`src/rtl/bsg_print_stat_snoop_mc.sv`:
```
// Snoops num_ch_p host-link store streams for print-stat stores, timestamps them into
// per-channel FIFOs and drains them round-robin to one record port.
// Define BSG_PRINT_STAT_SNOOP_DROP_CNT_EN to build the saturating drop counter.
module bsg_print_stat_snoop_mc #(
    parameter int num_ch_p = 4,
    parameter int addr_width_p = 28,
    parameter int data_width_p = 32,
    parameter int ctr_width_p = 64,
    parameter int fifo_els_p = 4,
    parameter logic [addr_width_p-1:0] print_stat_addr_p = 'h0_1000,
    localparam int ch_width_lp = (num_ch_p > 1) ? $clog2(num_ch_p) : 1
) (
    input  logic                             clk_i,
    input  logic                             reset_n_i,
    input  logic                             enable_i,
    input  logic [num_ch_p-1:0]              pkt_v_i,
    input  logic [num_ch_p*addr_width_p-1:0] pkt_addr_i,
    input  logic [num_ch_p*data_width_p-1:0] pkt_data_i,
    input  logic [ctr_width_p-1:0]           ctr_i,
    output logic                             stat_v_o,
    input  logic                             stat_ready_i,
    output logic [ch_width_lp-1:0]           stat_ch_o,
    output logic [data_width_p-1:0]          stat_tag_o,
    output logic [ctr_width_p-1:0]           stat_time_o,
    output logic                             pending_o,
    output logic [15:0]                      drop_cnt_o
);

    localparam int ptr_width_lp = $clog2(fifo_els_p);

    // Pointers carry one extra wrap bit so a full FIFO differs from an empty one.
    logic [ptr_width_lp:0]   head_q [num_ch_p];
    logic [ptr_width_lp:0]   head_d [num_ch_p];
    logic [ptr_width_lp:0]   tail_q [num_ch_p];
    logic [ptr_width_lp:0]   tail_d [num_ch_p];
    logic [data_width_p-1:0] tag_mem_q  [num_ch_p][fifo_els_p];
    logic [ctr_width_p-1:0]  time_mem_q [num_ch_p][fifo_els_p];

    logic                    stat_v_q, stat_v_d;
    logic [ch_width_lp-1:0]  stat_ch_q, stat_ch_d;
    logic [data_width_p-1:0] stat_tag_q, stat_tag_d;
    logic [ctr_width_p-1:0]  stat_time_q, stat_time_d;
    logic [ch_width_lp-1:0]  last_grant_q, last_grant_d;

    logic [num_ch_p-1:0]     match, full, empty, push, pop;
    logic [ch_width_lp-1:0]  grant, grant_hi, grant_lo;
    logic                    found_hi, any_ne, load_en, load;

    always_comb begin
        for (int c = 0; c < num_ch_p; c++) begin
            match[c] = enable_i & pkt_v_i[c]
                     & (pkt_addr_i[c*addr_width_p +: addr_width_p] == print_stat_addr_p);
            empty[c] = (head_q[c] == tail_q[c]);
            full[c]  = (head_q[c][ptr_width_lp] != tail_q[c][ptr_width_lp])
                     && (head_q[c][ptr_width_lp-1:0] == tail_q[c][ptr_width_lp-1:0]);
            push[c]  = match[c] & ~full[c];
        end
    end

    assign any_ne  = ~&empty;
    assign load_en = ~stat_v_q | stat_ready_i;
    assign load    = load_en & any_ne;

    // Round-robin: lowest non-empty channel above last_grant, else lowest non-empty overall.
    always_comb begin
        // NOTE: every combinational output gets a default first so no latch is inferred.
        grant_hi = '0;
        grant_lo = '0;
        found_hi = 1'b0;
        for (int c = num_ch_p - 1; c >= 0; c--) begin
            if (!empty[c]) begin
                grant_lo = ch_width_lp'(c);
                if (ch_width_lp'(c) > last_grant_q) begin
                    grant_hi = ch_width_lp'(c);
                    found_hi = 1'b1;
                end
            end
        end
        grant = found_hi ? grant_hi : grant_lo;
        for (int c = 0; c < num_ch_p; c++) begin
            pop[c] = load && (grant == ch_width_lp'(c));
        end
    end

    always_comb begin
        stat_v_d     = stat_v_q;
        stat_ch_d    = stat_ch_q;
        stat_tag_d   = stat_tag_q;
        stat_time_d  = stat_time_q;
        last_grant_d = last_grant_q;
        if (load_en) begin
            stat_v_d = any_ne;
        end
        if (load) begin
            stat_ch_d    = grant;
            stat_tag_d   = tag_mem_q[grant][head_q[grant][ptr_width_lp-1:0]];
            stat_time_d  = time_mem_q[grant][head_q[grant][ptr_width_lp-1:0]];
            last_grant_d = grant;
        end
        for (int c = 0; c < num_ch_p; c++) begin
            head_d[c] = head_q[c] + (ptr_width_lp+1)'(pop[c]);
            tail_d[c] = tail_q[c] + (ptr_width_lp+1)'(push[c]);
        end
    end

    // NOTE: sequential state uses non-blocking assignments; reset is sampled on the clock edge.
    always_ff @(posedge clk_i) begin
        if (!reset_n_i) begin
            for (int c = 0; c < num_ch_p; c++) begin
                head_q[c] <= '0;
                tail_q[c] <= '0;
            end
            stat_v_q     <= 1'b0;
            stat_ch_q    <= '0;
            stat_tag_q   <= '0;
            stat_time_q  <= '0;
            last_grant_q <= ch_width_lp'(num_ch_p - 1);
        end else begin
            head_q       <= head_d;
            tail_q       <= tail_d;
            stat_v_q     <= stat_v_d;
            stat_ch_q    <= stat_ch_d;
            stat_tag_q   <= stat_tag_d;
            stat_time_q  <= stat_time_d;
            last_grant_q <= last_grant_d;
        end
    end

    // NOTE: record storage is not reset; the pointers alone decide which entries are valid.
    always_ff @(posedge clk_i) begin
        for (int c = 0; c < num_ch_p; c++) begin
            if (push[c]) begin
                tag_mem_q[c][tail_q[c][ptr_width_lp-1:0]]  <= pkt_data_i[c*data_width_p +: data_width_p];
                time_mem_q[c][tail_q[c][ptr_width_lp-1:0]] <= ctr_i;
            end
        end
    end

`ifdef BSG_PRINT_STAT_SNOOP_DROP_CNT_EN
    logic [15:0] drop_cnt_q, drop_cnt_d;
    logic [16:0] drop_sum;

    // One extra sum bit is enough to detect saturation for any practical channel count.
    always_comb begin
        drop_sum = {1'b0, drop_cnt_q};
        for (int c = 0; c < num_ch_p; c++) begin
            drop_sum = drop_sum + 17'(match[c] & full[c]);
        end
        drop_cnt_d = drop_sum[16] ? 16'hFFFF : drop_sum[15:0];
    end

    always_ff @(posedge clk_i) begin
        if (!reset_n_i) begin
            drop_cnt_q <= '0;
        end else begin
            drop_cnt_q <= drop_cnt_d;
        end
    end

    assign drop_cnt_o = drop_cnt_q;
`else
    assign drop_cnt_o = 16'h0;
`endif

    assign stat_v_o    = stat_v_q;
    assign stat_ch_o   = stat_ch_q;
    assign stat_tag_o  = stat_tag_q;
    assign stat_time_o = stat_time_q;
    assign pending_o   = stat_v_q | any_ne;

endmodule

```
`config.mk`:
```
export PLATFORM = sky130hd
export DESIGN_NAME = bsg_print_stat_snoop_mc
export DESIGN_NICKNAME = d
export VERILOG_FILES = /design/src/rtl/bsg_print_stat_snoop_mc.sv
export SDC_FILE = /design/constraint.sdc
export NUM_CORES = 2
export LEC_CHECK = 0
export CAP_MARGIN = 20
export CORE_MARGIN = 2
export CORE_UTILIZATION = 35
export CTS_BUF_LIST = sky130_fd_sc_hd__clkbuf_4 sky130_fd_sc_hd__clkbuf_8 sky130_fd_sc_hd__clkbuf_16
export CTS_CLUSTER_DIAMETER = 50
export DETAILED_ROUTE_END_ITERATION = 8
export SETUP_SLACK_MARGIN = 0.3
export SLEW_MARGIN = 10
export SYNTH_ARGS = -nofsm -noshare
export SYNTH_HDL_FRONTEND = slang
export SYNTH_SLANG_ARGS = --single-unit
```
`constraint.sdc`:
```
create_clock -name clk_i -period 17.1 [get_ports clk_i]
set_input_delay 5.13 -clock clk_i [delete_from_list [all_inputs] [get_ports clk_i]]
set_output_delay 5.13 -clock clk_i [all_outputs]
set_load 0.03 [all_outputs]
```
# Word level (Yosys, flattened, before mapping)
# Memories as Yosys holds them, arrays and structs flattened.
# Cells that the tools add are included.
dict set report totals {
  latch_bits 0
  word_cells 155
  ram_bits 1536
  ff_bits 125
  mem_count 2
  romBits 0
}
dict set report classes {
  n_reduce_logical 15
  div_mod_pow 0
  shifts 0
  n_lt_le_gt_ge 14
  n_mux 58
  add_sub_neg 8
  n_bitwise 26
  mul 0
  eq_ne 19
}
# memory words word_bits read_ports rd_ports_with_merged_regs write_ports line_no
set memory_table {}
lappend memory_table {time_mem_q 4 256 1 0 4 37} ;# logic [ctr_width_p-1:0] time_mem_q [num_ch_p][fifo_els_p];
lappend memory_table {tag_mem_q 4 128 1 0 4 36} ;# logic [data_width_p-1:0] tag_mem_q [num_ch_p][fifo_els_p];
# cell n
set op_table {}
lappend op_table {{two-way mux 256 bit} 4}
lappend op_table {{demux 64 bit (select 2 bit)} 4}
lappend op_table {{two-way mux 128 bit} 4}
lappend op_table {{two-way mux 64 bit} 6}
lappend op_table {{demux 32 bit (select 2 bit)} 4}
lappend op_table {{two-way mux 32 bit} 6}
lappend op_table {{binary-select mux 64 bit (select 2 bit)} 1}
lappend op_table {{== test 28 x 13 -> 1 bit, second input constant} 4}
lappend op_table {{binary-select mux 32 bit (select 2 bit)} 1}
lappend op_table {{two-way mux 2 bit} 15}
lappend op_table {{adder 3 x 1 -> 3 bit} 8}
lappend op_table {{>= comparator 3 bit, second input constant} 6}
lappend op_table {{NOT 2 -> 3 bit} 6}
lappend op_table {{bitwise AND 1 bit} 13}
lappend op_table {{== test 3 bit} 4}
lappend op_table {{logical AND 1 bit} 12}
lappend op_table {{less-than comparator 3 x 1 -> 1 bit, second input constant} 4}
lappend op_table {{two-way mux 1 bit} 12}
lappend op_table {{== test 2 bit} 4}
lappend op_table {{binary-select mux 3 bit (select 2 bit)} 1}
lappend op_table {{NOT 1 bit} 5}
lappend op_table {{== test 2 bit, second input constant} 2}
lappend op_table {{> comparator 1 x 2 -> 1 bit, first input constant} 2}
lappend op_table {{> comparator 2 bit, first input constant} 2}
lappend op_table {{6 further kinds} 10}

# Longest topological paths before layout
dict set report depth {
  ltp_word 18
  ltp_mapped 12
}

# Worst setup path after synthesis
# No wires, ideal clock.
dict set report synth_path {
  path_kind {input-to-reg}
  from {input port pkt_addr_i[50]}
  to {memory tag_mem_q[1][100] (netlist bit), enable pin}
  slack_ns 3.116
  t_arrival_ns 13.293
  stages 4
  setup_time_ns 0.691
  required_time_ns 16.409
  cell_sequence {nor4_1 nand4_1 a2111oi_0 nor3b_1}
}
# element line_no
set synth_rtl {}
lappend synth_rtl {{start: declaration} 17} ;# input logic [num_ch_p*addr_width_p-1:0] pkt_addr_i,
lappend synth_rtl {{end: declaration} 36}

# Final worst setup path
dict set report layout_path {
  from {register tail_q[7] (netlist bit)}
  to {output port pending_o}
}
dict set report layout_via {
  elab_chain_len 4
}
# element line_no
set layout_rtl {}
lappend layout_rtl {{start: declaration} 34} ;# logic [ptr_width_lp:0] tail_q [num_ch_p];
lappend layout_rtl {{start signal: assignment} 120} ;# tail_q <= tail_d;
lappend layout_rtl {{== test 3 bit} 53} ;# empty[c] = (head_q[c] == tail_q[c]);
lappend layout_rtl {{AND reduction 4 bit} 60} ;# assign any_ne = ~&empty;
lappend layout_rtl {{logical NOT 1 bit} 60}
lappend layout_rtl {{bitwise OR 1 bit} 169} ;# assign pending_o = stat_v_q | any_ne;
lappend layout_rtl {{end: declaration} 25} ;# output logic pending_o,
# Every way passes these cells.

==> flow_summary_export.csv <==
group,metric,value,unit
clock_tree,cts_setup_buffers,0,
global_route,grt_overflow,0,
setup_path,crit_type,"reg2out",
synth,synthesis.area,0.0664,mm²
clock_tree,cts_root_buffer,"clkbuf_16",
final_layout,seq_area,0.0486,mm²
detailed_routing,first_pass_iters,6,
flow_run,maxCapViolCount,0,
timing,worstMarginPinSlew,1.12,ns
setup_path,startpoint,"tail_q[7]$_SDFF_PN0_",
setup_path,r2r_end,"stat_tag_o[3]$_SDFFE_PN0P_",
global_route,grt_max_degree,203,
setup_path,reg2reg_from,"tail_q[7]$_SDFF_PN0_",
synth,synthDistinctLibCells,50,
placement,dp_hpwl,103000,µm
timing,finalHoldViolations,0,
pwr,switching_share,31.0,%
setup_path,end_kind,"output pin",
synth,netlist_instances,4399,
synth,syn_area_per_cell,15.1,µm²
timing,hold_slack,0.463,ns
final_layout,fin_util,41.9,%
synth,synth_fa_ha_area_share,0.301,%
timing,setup_slack,8.81,ns
detailed_routing,ant_nets,0,
synth,yosys_warnings,0,
setup_path,r2r_slack,10.03,ns
floorplanning,die_w,440,µm
pwr,p_comb_share,21.1,%
synth,ys_ff_latch,1661,
synth,synth_mux_area_share,2.89,%
placement,gp_congestion,0.775,
synth,synth_edf_count,1536,
timing,skew,0.0348,ns
placement,place_area,0.0727,mm²
clock_tree,cts_sinks,1661,
setup_path,worstSetupStartpointType,"flop",
synth,synth_compound_area_share,10.8,%
floorplanning,coreArea,0.188,mm²
floorplanning,dieArea,0.193,mm²
clock_tree,cts_hold_repair.buffers,0,
detailed_routing,num_vias,42000,
placement,place_ws,8.01,ns
timing,slew_viol_final,0,
setup_path,crit_end,"pending_o",
timing,clock.fmax,0.121,GHz
clock_tree,clock_path_buffers,3,
pwr,pwr-share-clk,36.2,%
floorplanning,dieHeight,440,µm
final_layout,drive_above_1_share,8.88,%
detailed_routing,routed_via_density,5.74,
pwr,internal_power,7.44,mW
detailed_routing,wirelength,203000,µm
pwr,seqPwrFrac,42.8,%
final_layout,multi_input_area,0.0161,mm²
pwr,powerDensity,137,mW/mm²
floorplanning,io_pins,428,
timing,fin_crit,8.29,ns
detailed_routing,drt-initial-drc-count,4197,
synth,synth_top_family_by_area,"compound AO/OA/AOI/OAI gates",
setup_path,crit_arrival,3.16,ns
timing,period_share,48.5,%
global_route,grt_antenna_before_repair,32,
floorplanning,start_util,35.3,%
global_route,grtUsageTotal,20.4,%
final_layout,nets,4981,
timing,setup_viol_count_final,0,
global_route,grt_pass1_vias,41800,
synth,synth_ff_type,"edfxtp_1",
placement,io_buffers,411,
clock_tree,numCtsBuffers,182,
pwr,ir_worst_vdd,0.000139,V
detailed_routing,drc,0,
final_layout,design_area,0.0788,mm²
clock_tree,htreeDepth,4,
worst_hold_path,hp-class,"reg2reg",
final_layout,final_cells,7313,
clock_tree,cts_resized,0,
final_layout,area_delta_synth_final,18.6,%
synth,synth_xor_area_share,0.264,%
setup_path,reg2regPathDepth,12,
pwr,power,10.8,mW
clock_tree,clkTransAtPathRegs,0.06,ns
clock_tree,clk_latency,0.82,ns
final_layout,num-fill-cells,16900,
synth,yosys.area_share.simple,9.65,%
floorplanning,rows,159,
pwr,power_leakage,26.6,nW
setup_path,critPathMaxFanout,6,
detailed_routing,routedWlPerCell,27.7,µm
timing,maxSlewHeadroom,25.2,%
outcome,status,"completed",
timing,tns,0,ns
global_route,grt_pass1_wl,292000,µm
clock_tree,cts_tree,"built",
setup_path,crit_required,11.97,ns
pwr,switchingPower,3.35,mW
placement,place_inst,6963,
synth,async_flop_share,0,%
synth,yosysSeqAreaShare,73.2,%
timing,rsz0062_at_grt,"no",
==> power by group through the flow <==
stage          combinational (mW)  clock, mW  sequential, mW
2_1_floorplan                1.23          0            4.79
3_3_place_gp                 2.25          0            4.70
3_5_place_dp                 2.26          0            4.70
4_1_cts                      2.27       3.96            4.62
5_1_grt                      2.42       4.11            4.62
6_report                     2.27       3.90            4.61
==> routing by layer <==
layer | vias to the layer above | wire length, µm | GRT usage [%]
li1 | 18400 | - | -
met1 | 21500 | 82200 | 26.3
met2 | 1672 | 100000 | 34.3
met3 | 391 | 14600 | 4.04
met4 | 32 | 5300 | 6.53
met5 | - | 199 | 0
==> kinds of logic (layout without fill, tap and decap cells) <==
logic type / after synthesis / count (layout)
compound gates: 984 / 984
flops: 1661 / 1661
xor+xnor: 20 / 20
simple gates: 1089 / 1089
mux: 192 / 192
other cells: 1 / 23
buf+inv: 436 / 833
fa+ha+maj: 16 / 16
==> cell usage in the layout, fill, tap and decap left out, types with 6 or more instances in the layout <==
cell,instances
inv_6,11
and3_4,6
edfxtp_1,1536
nor2_1,13
clkbuf_4,55
a221oi_1,192
and3_1,577
diode_2,7
mux2i_1,192
o21ai_1,194
a211oi_1,576
buf_12,10
clkinv_2,18
buf_4,67
clkinv_1,30
clkbuf_8,16
nand2_1,110
xor2_1,17
nand4_1,8
clkbuf_16,182
clkinvlp_4,6
nand3_1,103
clkinv_8,6
and2_1,24
nor4_1,212
bufinv_16,9
dfxtp_1,125
conb_1,16
ha_1,16
clkdlybuf4s50_1,411
==> critical path, cell delays in order, from the launching register on <==
cell and delay [ns]:
dfxtp_1 0.53, xor2_1 0.20, or3_1 0.44, nor4_2 0.45, nand2b_1 0.10, clkdlybuf4s50_1 0.62
==> flip-flops by register name, indices dropped and copies added (netlist names) <==
name and cells:
tail_q 12, stat_tag_o 32, time_mem_q 1024, head_q 12, stat_v_o 1, stat_ch_o 2
stat_time_o 64, last_grant_q 2, tag_mem_q 512
==> worst min-delay path by stage <==
| stage | from | to | slack [ns] | depth (start not counted) |
|---|---|---|---|---|
| finish | stat_time_o[41]$_SDFFE_PN0P_ | stat_time_o[41]$_SDFFE_PN0P_ | 0.46 | 2 |
| CTS | stat_time_o[55]$_SDFFE_PN0P_ | stat_time_o[55]$_SDFFE_PN0P_ | 0.47 | 2 |
| global route | stat_time_o[41]$_SDFFE_PN0P_ | stat_time_o[41]$_SDFFE_PN0P_ | 0.49 | 2 |
| global placement | stat_time_o[55]$_SDFFE_PN0P_ | stat_time_o[55]$_SDFFE_PN0P_ | 0.45 | 2 |
| floorplan | tail_q[8]$_SDFF_PN0_ | tail_q[8]$_SDFF_PN0_ | 0.56 | 2 |
| detailed placement | stat_time_o[55]$_SDFFE_PN0P_ | stat_time_o[55]$_SDFFE_PN0P_ | 0.45 | 2 |
==> synthesized netlist by cell type (2+ instances only) <==
cell,n,area [µm²]
o21ai_0,5,25.0
nor3b_1,4,30.0
buf_1,4,15.0
dfxtp_1,125,2500
edfxtp_1,1536,46100
nor4_1,212,1330
and3_1,583,3650
clkbuf_1,280,1050
buf_6,5,56.3
nor4b_1,4,35.0
o221ai_2,2,30.0
buf_2,121,606
a21boi_0,2,15.0
a221oi_1,192,1680
buf_4,23,173
xnor2_1,3,26.3
nand4_1,8,50.1
and3b_1,5,43.8
nor3_1,5,25.0
a2111oi_0,3,26.3
and2_1,25,156
nand3_1,105,526
ha_1,16,200
nand2_1,110,413
o21ai_1,194,971
mux2i_1,192,1920
or3_1,2,12.5
a211oi_1,576,4320
xor2_1,17,149
inv_1,2,7.51
nand2b_1,3,18.8
nor2_1,17,63.8
==> layout make-up <==
| type | instances | area share [%] |
|---|---|---|
| well taps | 2495 | 3.96 |
| flip-flops and latches | 1661 | 61.7 |
| diodes | 7 | 0.0222 |
| clock buffers | 253 | 6.58 |
| repair buffers | 489 | 6.15 |
| clock inverters | 89 | 1.07 |
| inverters | 2 | 0.00953 |
| multi-input cells | 2317 | 20.5 |
No activity file was read; power rests on OpenSTA's default activity.
